<file path="config.mk">
export PLATFORM = sky130hd
export DESIGN_NAME = fetch_ctrl
export DESIGN_NICKNAME = d
export VERILOG_FILES = /design/src/rtl/fetch_ctrl.sv
export SDC_FILE = /design/constraint.sdc
export NUM_CORES = 1
export LEC_CHECK = 0
export CORE_UTILIZATION = 38
export DETAILED_ROUTE_END_ITERATION = 8
export PLACE_DENSITY = 0.86
export REMOVE_ABC_BUFFERS = 1
export SLEW_MARGIN = 20
export SYNTH_ARGS = -nofsm -noshare
export SYNTH_HDL_FRONTEND = slang
export SYNTH_SLANG_ARGS = --single-unit
</file>
<file path="constraint.sdc">
create_clock -name clk -period 2.2 [get_ports clk]
set_clock_uncertainty 0.05 [all_clocks]
set_input_delay 0.44 -clock clk [delete_from_list [all_inputs] [get_ports clk]]
set_output_delay 0.44 -clock clk [all_outputs]
set_load 0.01 [all_outputs]
</file>
<file path="src/rtl/fetch_ctrl.sv">
// Instruction-fetch sequencer: owns the PC, issues one imem request at a time,
// buffers the returned word for decode and handles redirects.
module fetch_ctrl #(
  parameter logic [31:0] RESET_PC = 32'h0000_0000
) (
  input  logic        clk,
  input  logic        reset,
  input  logic        stall_i,
  input  logic        redirect_i,
  input  logic [31:0] redirect_pc_i,
  output logic        imem_req_o,
  output logic [31:0] imem_addr_o,
  input  logic        imem_gnt_i,
  input  logic        imem_rvalid_i,
  input  logic [31:0] imem_rdata_i,
  output logic        inst_valid_o,
  output logic [31:0] inst_o,
  output logic [31:0] inst_pc_o,
  output logic [31:0] pc_o,
  output logic        fetch_misalign_o
);

  typedef enum logic [2:0] {
    S_IDLE,
    S_REQ,
    S_WAIT,
    S_HOLD,
    S_DRAIN
  } state_t;

  state_t      r_state;
  state_t      w_state_nxt;
  logic [31:0] r_pc;
  logic [31:0] w_pc_nxt;
  logic [31:0] r_inst;
  logic [31:0] w_inst_nxt;
  logic [31:0] r_inst_pc;
  logic [31:0] w_inst_pc_nxt;
  logic        r_misalign;
  logic [31:0] w_redir_pc;

  assign w_redir_pc = {redirect_pc_i[31:2], 2'b00};

  always_comb begin
    w_state_nxt   = r_state;
    w_pc_nxt      = r_pc;
    w_inst_nxt    = r_inst;
    w_inst_pc_nxt = r_inst_pc;
    case (r_state)
      S_IDLE: w_state_nxt = S_REQ;
      S_REQ: begin
        // An accepted request must be drained if we redirect in the same cycle.
        if (imem_gnt_i) w_state_nxt = redirect_i ? S_DRAIN : S_WAIT;
      end
      S_WAIT: begin
        if (imem_rvalid_i) begin
          if (redirect_i) begin
            w_state_nxt = S_REQ;
          end else begin
            w_state_nxt   = S_HOLD;
            w_inst_nxt    = imem_rdata_i;
            w_inst_pc_nxt = r_pc;
            w_pc_nxt      = r_pc + 32'd4;
          end
        end else if (redirect_i) begin
          w_state_nxt = S_DRAIN;
        end
      end
      S_HOLD: begin
        if (redirect_i || !stall_i) w_state_nxt = S_REQ;
      end
      S_DRAIN: begin
        if (imem_rvalid_i) w_state_nxt = S_REQ;
      end
      default: w_state_nxt = S_IDLE;
    endcase
    if (redirect_i) w_pc_nxt = w_redir_pc;
  end

  always_ff @(posedge clk) begin
    if (reset) begin
      r_state    <= S_IDLE;
      r_pc       <= RESET_PC;
      r_inst     <= 32'h0;
      r_inst_pc  <= 32'h0;
      r_misalign <= 1'b0;
    end else begin
      r_state    <= w_state_nxt;
      r_pc       <= w_pc_nxt;
      r_inst     <= w_inst_nxt;
      r_inst_pc  <= w_inst_pc_nxt;
      r_misalign <= redirect_i && (redirect_pc_i[1:0] != 2'b00);
    end
  end

  assign imem_req_o       = (r_state == S_REQ);
  assign inst_valid_o     = (r_state == S_HOLD);
  assign imem_addr_o      = r_pc;
  assign pc_o             = r_pc;
  assign inst_o           = r_inst;
  assign inst_pc_o        = r_inst_pc;
  assign fetch_misalign_o = r_misalign;

endmodule

</file>
# == After elaboration in Yosys (flattened, before gate mapping) ==
# Index checks and enable logic that the tools add are counted.
# word_totals
ff_bits,100
inputBits,70
out_inout_bits,131
wordCells,39
# classes
n_addsub,1
n_eq_ne,8
mux,11
n_bitwise,1
n_reduce_logical,12
# op_table
cell,n
two-way mux 32 bit,3
"adder 32 x 3 -> 32 bit, second input constant",1
two-way mux 3 bit,6
case mux 3 bit (5 select lines),1
"== test 3 x 2 -> 1 bit, second input constant",2
nonzero test 2 bit,3
"inequality test 2 x 1 -> 1 bit, second input constant",2
AND reduction 2 bit,2
AND reduction 4 bit,1
"== test 3 x 1 -> 1 bit, second input constant",1
"== test 3 bit, second input constant",1
logical NOT 3 bit,1
"inequality test 3 bit, second input constant",1
AND reduction 3 bit,1
two-way mux 2 bit,1
"inequality test 2 bit, second input constant",1
OR reduction 2 bit,1
logical AND 1 bit,1
logical NOT 1 bit,1
logical OR 1 bit,1
inverter 1 bit,1

# == Logic depth before layout (Yosys ltp) ==
# Gate-level depths: netlist (run 1).
# depth
depth_word,4
ltp_mapped,7
mapped_depth_nobuf,5

# == Worst setup path after synthesis (run 1) ==
# Ideal clock, no wire load.
# synth_timing
kind,register -> register
from,"register r_pc[2], in the netlist imem_addr_o[2]"
to,"register r_pc[20], in the netlist imem_addr_o[20]"
setup_ps,91
t_arrival_ps,2081
required_ps,2059
setup_slack_ps,-22
stages_incl_launch_ff,7
n_path_buf,1
synth_period_minus_slack_ps,2222
path_cell_list,dfxtp_1 -> ha_1 -> nand4_1 -> or4_4 -> buf_6 -> or3_1 -> a311oi_1
# synth_between
elab_chain_cells,4
# synth_lines
element,line_no,rtl
start: declaration,33,logic [31:0] r_pc;
start signal: assignment,89,r_pc <= w_pc_nxt;
adder 32 x 3 -> 32 bit,63,w_pc_nxt = r_pc + 32'd4;
two-way mux 32 bit,56,if (imem_rvalid_i) begin
two-way mux 32 bit,49,case (r_state)
two-way mux 32 bit,77,if (redirect_i) w_pc_nxt = w_redir_pc;
# No other way between the ends. The select of a mux whose other input is x is not followed.
# A chain may end at the register's enable or synchronous reset.

# == Worst setup path in the final report (run 1) ==
# layout_timing
from,register r_state[0]
to,output imem_req_o
# layout_between
elab_chain_cells,1
# layout_lines
element,line_no,rtl
start: declaration,31,state_t r_state;
start signal: assignment,88,r_state <= w_state_nxt;
== test 3 x 1 -> 1 bit,96,assign imem_req_o = (r_state == S_REQ);
end: declaration,11,"output logic imem_req_o,"
# No other way between the ends.

==> run metrics, run 1 <==
top cells by area, synth dfxtp_1 43%, nand2_1 12%, a21oi_1 7.6%, buf_4 6.0%, a311oi_1 2.7%; Critical Path End Type output pin; unrepaired setup endpoints after global routing false; number of global-route vias before repair 4375; crit-path cells buf_4, inv_1, nor3_1, clkdlybuf4s50_1; Final min period 2.13 ns; antenna cells 0; Syn. warnings 0; leakage power 2.41 nW; Crit-path slowest cell clkdlybuf4s50_1; row cnt 39; Pre-antenna DRT Iters 4; grt ovf 0; run status finished clean; final-report setup violation count 0; WL final 13500 microns; max-slew violations 0; Die ar. 0.0122 sq mm; largest net degree at the start of global routing 47; PwrDens 616 mW/mm^2; CTS max path bufs 2; number of antenna violations at the first check in global routing 0; ANT nets after route 0; syn avg cell area 7.85 sq um; Yosys reg bits 96; Post-synth EDFFs 0; Mapped Cells 569; clk root buf clkbuf_16; layout cells sized above 1 12.2%; cts-stage hold buffer count 0; met1 Track Usage GR 27.3%; crit path launch type flip-flop; Worst Hold Depth 2; first-pass GRT wire length 22000 microns; Die H 110 microns; CTS sink cnt 96; Ports 201; DR vias 4747; critical path startpoint r_state[0]; die width 110 microns; Max Freq 470 MHz; nets 839; Min-Delay Endpoint inst_o[29]; final hold viol count 0; Synth area leader dfxtp_1; post-synthesis async set-or-reset flop share 0%; worst path buffer plus inverter count 3; worst-skew pair later-pin latency 0.34 ns; post-route clock period utilization 96.7%; pre-CTS setup slack -0.441 ns; H-tree depth 3; Hold Crit Class reg -> reg; worst reg2reg path depth 5; Filler Cell Count 1026; DP HPWL 9930 microns; drt drc 0; share of the synthesized area in the top cell type 43.0%; r2r startpoint imem_addr_o[2]; Finished Cell Area 0.00696 sq mm; Max rail drop VDD 0.000458 V; met2 usage 38.9%; R2R setup slack 0.09 ns; Num CTS Buffers 9; Starting Density 39.1%; Fin Setup TNS 0 ns; max-cap viol count 0; CP required 1.71 ns; synthesized cell area 0.00447 sq mm; Seq/Total Area, Yosys 43.0%; Area after DPL 0.00668 sq mm; Crit Path Category reg -> out; core area 0.0114 sq mm; drt wl/cell 14.8 microns; Total Routing Usage GR 22.2%; clock slew at reported path FFs 0.07 ns; CTS tree built; grt met3 use 3.95%; Most Crowded Layer GR met2; Via density 5.19; Area Growth Syn to Fin 55.8%; setup ws final 0.0734 ns; Main synth FF type dfxtp_1; IO Port Bufs 194; Hold Startpoint inst_o[29]; Worst EP arrival 1.64 ns; gpl congestion 0.853; Crit path max-delay family buffers and inverters; crit-path max cell delay 0.56 ns; crit-path max FO 10; Synth cell types 55; r2r endpoint imem_addr_o[26]; detailed router's first-iteration violation count 479
## area by class of cell
class,count,area (sq um),share of cell area (%)
Clock buffer,11,253,3.63
Timing Repair Buffer,259,2460,35.4
Multi-Input combinational cell,389,2070,29.8
Tap cell,143,179,2.57
Clock inverter,4,20.0,0.288
Inverter,13,48.8,0.701
Sequential cell,96,1920,27.6
## flip-flops by register name, indices dropped and copies added, names as in the netlist
signal            flops
fetch_misalign_o      1
r_state               3
inst_pc_o            30
imem_addr_o          30
inst_o               32
## power by group
group	total, W	switching, W	leakage, nW	internal [W]
combinational	0.000942	0.000425	1.48	0.000517
sequential	0.00188	0.0000595	0.783	0.00182
clock	0.00147	0.000651	0.141	0.000814
total	0.00429	0.00114	2.41	0.00315
## worst max path at each step
stage	end	depth (start not counted)
final	imem_req_o	4
after global routing	imem_req_o	4
after CTS	imem_addr_o[26]	5
after detailed placement	imem_addr_o[19]	6
after global placement	imem_addr_o[19]	6
after floorplan	imem_addr_o[13]	4
## routing by layer
layer / up-vias / wire, microns / part of all wire [%]
met1: 2219 / 5710 / 42
li1: 2335 / - / -
met2: 178 / 6860 / 51
met4: 0 / 167 / 1.2
met3: 15 / 793 / 5.9
met5: - / 0 / 0
## worst register-to-register path, cell delays in order, from the launching register on
cell,delay [ns]
dfxtp_1,0.40
ha_1,0.20
nand4_1,0.13
or4_4,0.53
or4_1,0.43
a311oi_1,0.29
## cells in the mapped netlist (2+ instances only)
cell type  number
nand2_1       141
dfxtp_1        96
a21oi_1        68
buf_4          36
nor2_1         31
clkbuf_1       29
a311oi_1       14
nand4_1        13
inv_1          12
o21ai_0        10
or4_1          10
a211oi_1        9
or3_1           9
nor3_1          8
nand3_1         7
o31ai_1         7
xnor2_1         6
buf_2           5
nor4_1          5
nand2b_1        4
nor2b_1         4
buf_6           3
xor2_1          3
a221oi_1        2
and3_1          2
buf_1           2
o2111ai_1       2
o211ai_1        2
o311ai_0        2
o31a_1          2
## through the flow
stage | cells | utilization [%] | power (W) | hold slack (ns)
floorplan | 498 | - | 0.00226 | 0.424
global placement | 899 | 58.5 | 0.00284 | 0.391
detailed placement | 899 | 58.5 | 0.00285 | 0.396
CTS | 914 | 60.9 | 0.00432 | 0.404
global route | 915 | 61.0 | 0.00448 | 0.416
finish | 915 | 61.0 | 0.00429 | 0.401
## layout by cell type, fill, tap and decap left out, types with 2 or more instances in the layout
cell | Yosys | final
inv_1 | 12 | 12
buf_4 | 36 | 63
buf_12 | 0 | 3
xnor2_1 | 6 | 6
a311oi_1 | 14 | 14
nor4_1 | 5 | 5
nor2_1 | 31 | 30
nand2_1 | 141 | 141
or4_4 | 1 | 2
dfxtp_2 | 0 | 2
clkbuf_8 | 0 | 2
or4_1 | 10 | 9
clkbuf_16 | 0 | 9
nor3_1 | 8 | 8
nand4_1 | 13 | 13
o2111ai_1 | 2 | 2
xor2_1 | 3 | 3
or3_1 | 9 | 9
o21ai_0 | 10 | 10
a21oi_1 | 68 | 68
clkdlybuf4s50_1 | 0 | 192
o211ai_1 | 2 | 2
conb_1 | 1 | 6
nand2b_1 | 4 | 4
or2_2 | 1 | 2
a211oi_1 | 9 | 9
o31ai_1 | 7 | 7
nor2b_1 | 4 | 4
a221oi_1 | 2 | 2
clkinv_2 | 0 | 4
dfxtp_1 | 96 | 94
o311ai_0 | 2 | 2
and3_1 | 2 | 2
nand3_1 | 7 | 7
o31a_1 | 2 | 2
## cell families (layout without fill, tap and decap cells)
group / after synthesis / after routing / synth area share, %
AO/OA/AOI/OAI: 130 / 130 / 18.4
buffers and inverters: 89 / 287 / 11.3
XOR/XNOR: 9 / 9 / 1.76
other: 1 / 6 / 0.0839
AND/OR/NAND/NOR: 243 / 243 / 25.2
flip-flops: 96 / 96 / 43.0
adder cells (fa/ha/maj): 1 / 1 / 0.280
## repair_timing
action | in CTS | in global routing
gates resized for setup | 2 | 2
endpoints found under the setup margin | 7 | 6
pin swaps | 1 | 1
gates cloned | 0 | 0
setup buffers | 0 | 1
No activity file was read; power rests on OpenSTA's default activity.
==> run 2, diff against run 1 <==
--- a/config.mk
+++ b/config.mk
@@ -5,6 +5,7 @@
 export SDC_FILE = /design/constraint.sdc
 export NUM_CORES = 1
 export LEC_CHECK = 0
+export CORE_ASPECT_RATIO = 0.75
 export CORE_UTILIZATION = 38
 export DETAILED_ROUTE_END_ITERATION = 8
 export PLACE_DENSITY = 0.86
==> run 2 against run 1 <==
  * Setup slack about the same
  * Cell count up 2.0%
  * Routed wire length up 13%
  * Die area about the same
==> run metrics, run 2 (same netlist as run 1, synthesis figures left out) <==
clk root buf clkbuf_16; Area Growth Syn to Fin 57.6%; nets 845 (+0.72%); antenna cells 0 (unchanged); number of flip-flops under the largest register name 32 (unchanged); final-report setup violation count 0 (unchanged); leakage power 2.46 nW (+2.0%); most frequent cells in the layout 190 x clkdlybuf4s50_1, 140 x nand2_1, 94 x dfxtp_1, 70 x buf_4, 68 x a21oi_1; cts-stage hold buffer count 0 (unchanged); worst-skew pair later-pin latency 0.34 ns (about the same); Starting Density 39.9% (+0.80 points); layout cells sized above 1 13.0% (+0.84 points); die width 127 microns (+15%); final hold viol count 0 (unchanged); max-cap viol count 0 (unchanged); Crit Path Category reg -> reg; Total Routing Usage GR 24.9% (+2.8 points); detailed router's first-iteration violation count 399 (-17%); crit-path cells buf_4, or3b_2, or2_2, or3_1, o311ai_1; largest net degree at the start of global routing 39 (-17%); CTS tree built; commonest non-fill, non-tap cell in the layout clkdlybuf4s50_1; IO Port Bufs 194 (unchanged); gpl congestion 0.882 (+3.4%); drt drc 0 (unchanged); Crit-path slowest cell or3b_2; first-pass GRT wire length 23600 microns (+7.1%); Via density 5.30 (+2.2%); unrepaired setup endpoints after global routing false; crit-path max FO 11 (+1); Max Freq 470 MHz (about the same); Hold Crit Class reg -> reg; DR vias 4945 (+4.2%); CP required 2.40 ns (+0.69 ns); grt ovf 0 (unchanged); WL final 15300 microns (+13%); H-tree depth 3 (unchanged); Ports 201 (unchanged); run status finished clean; number of antenna violations at the first check in global routing 0 (unchanged); Num CTS Buffers 9 (unchanged); ANT nets after route 0 (unchanged); crit path launch type flip-flop; total power draw 0.00445 W (+3.9%); row cnt 33 (-15%); core area 0.0112 sq mm (-2.0%); CTS sink cnt 96 (unchanged); Finished Cell Area 0.00705 sq mm (+1.2%); Worst EP arrival 2.32 ns (+0.68 ns); Critical Path End Type flip-flop; Max rail drop VDD 0.000489 V (+6.9%); CTS max path bufs 2 (unchanged); Filler Cell Count 944 (-8.0%); max-slew violations 0 (unchanged); Final min period 2.13 ns (-0.000473 ns); Die H 95.9 microns (-13%); drt wl/cell 16.4 microns (+11%); crit-path max cell delay 0.47 ns (-0.09 ns); Die ar. 0.0122 sq mm (about the same); clock slew at reported path FFs 0.07 ns (about the same); PwrDens 632 mW/mm^2 (+2.7%); number of global-route vias before repair 4738 (+8.3%); Pre-antenna DRT Iters 5 (+1); Area after DPL 0.00669 sq mm (+0.11%); DP HPWL 11000 microns (+11%); post-route clock period utilization 96.6% (about the same)
==> run 2: cell type report <==
type | instances | area [sq um] | area share, %
clock inverters | 4 | 72.6 | 1.03
inverters | 13 | 48.8 | 0.693
well taps | 157 | 196 | 2.79
multi-input cells | 390 | 2100 | 29.8
flip-flops and latches | 96 | 1920 | 27.3
repair buffers | 264 | 2480 | 35.2
clock buffers | 9 | 225 | 3.20
==> run 2: stage by stage <==
step | hold slack (ns) | TNS, ns | setup WS, ns | util (%) | std cells
4_1_cts | 0.404 | 0 | 0.0247 | 62.7 | 931
3_5_place_dp | 0.396 | -10.11 | -0.544 | 59.7 | 915
2_1_floorplan | 0.424 | -81.34 | -1.41 | - | 498
5_1_grt | 0.422 | 0 | 0.00234 | 63.0 | 933
6_report | 0.403 | 0 | 0.0739 | 63.0 | 933
3_3_place_gp | 0.391 | -7.42 | -0.464 | 59.7 | 915
==> run 2: path summary, 6_finish.rpt <==
path | depth (start not counted) | startpoint | slack, ns | to
max | 5 | r_state[1] | 0.07 | imem_addr_o[25]
min | 2 | inst_o[1] | 0.40 | inst_o[1]
max reg2reg | 5 | r_state[1] | 0.07 | imem_addr_o[25]
min reg2reg | 2 | inst_o[1] | 0.40 | inst_o[1]
==> run 2: worst max-delay path, delay by kind of cell (launching register included) <==
family | cells | cell delay (ns)
compound gates | 1 | 0.24
buf+inv | 1 | 0.19
flops | 1 | 0.38
simple gates | 3 | 1.18
==> run 2: timing repair <==
action / 4_1_cts / 5_1_grt
setup buffers: 2 / 2
setup endpoints to repair: 9 / 6
gates cloned: 1 / 0
pin swaps: 3 / 3
gates resized for setup: 4 / 6
==> run 2: routing by layer <==
metal / GRT usage [%] / vias up / share of wire, %
li1: - / 2344 / -
met1: 30.2 / 2309 / 42
met3: 7.73 / 21 / 9.1
met4: 8.63 / 0 / 1.4
met5: 0 / - / 0
met2: 42.2 / 271 / 47
==> run 2: where the power goes <==
part,total (W),internal [W],switching (W),leakage (nW)
registers,0.00188,0.00182,0.0000576,0.783
logic,0.000960,0.000510,0.000450,1.53
clock network,0.00162,0.000975,0.000641,0.143
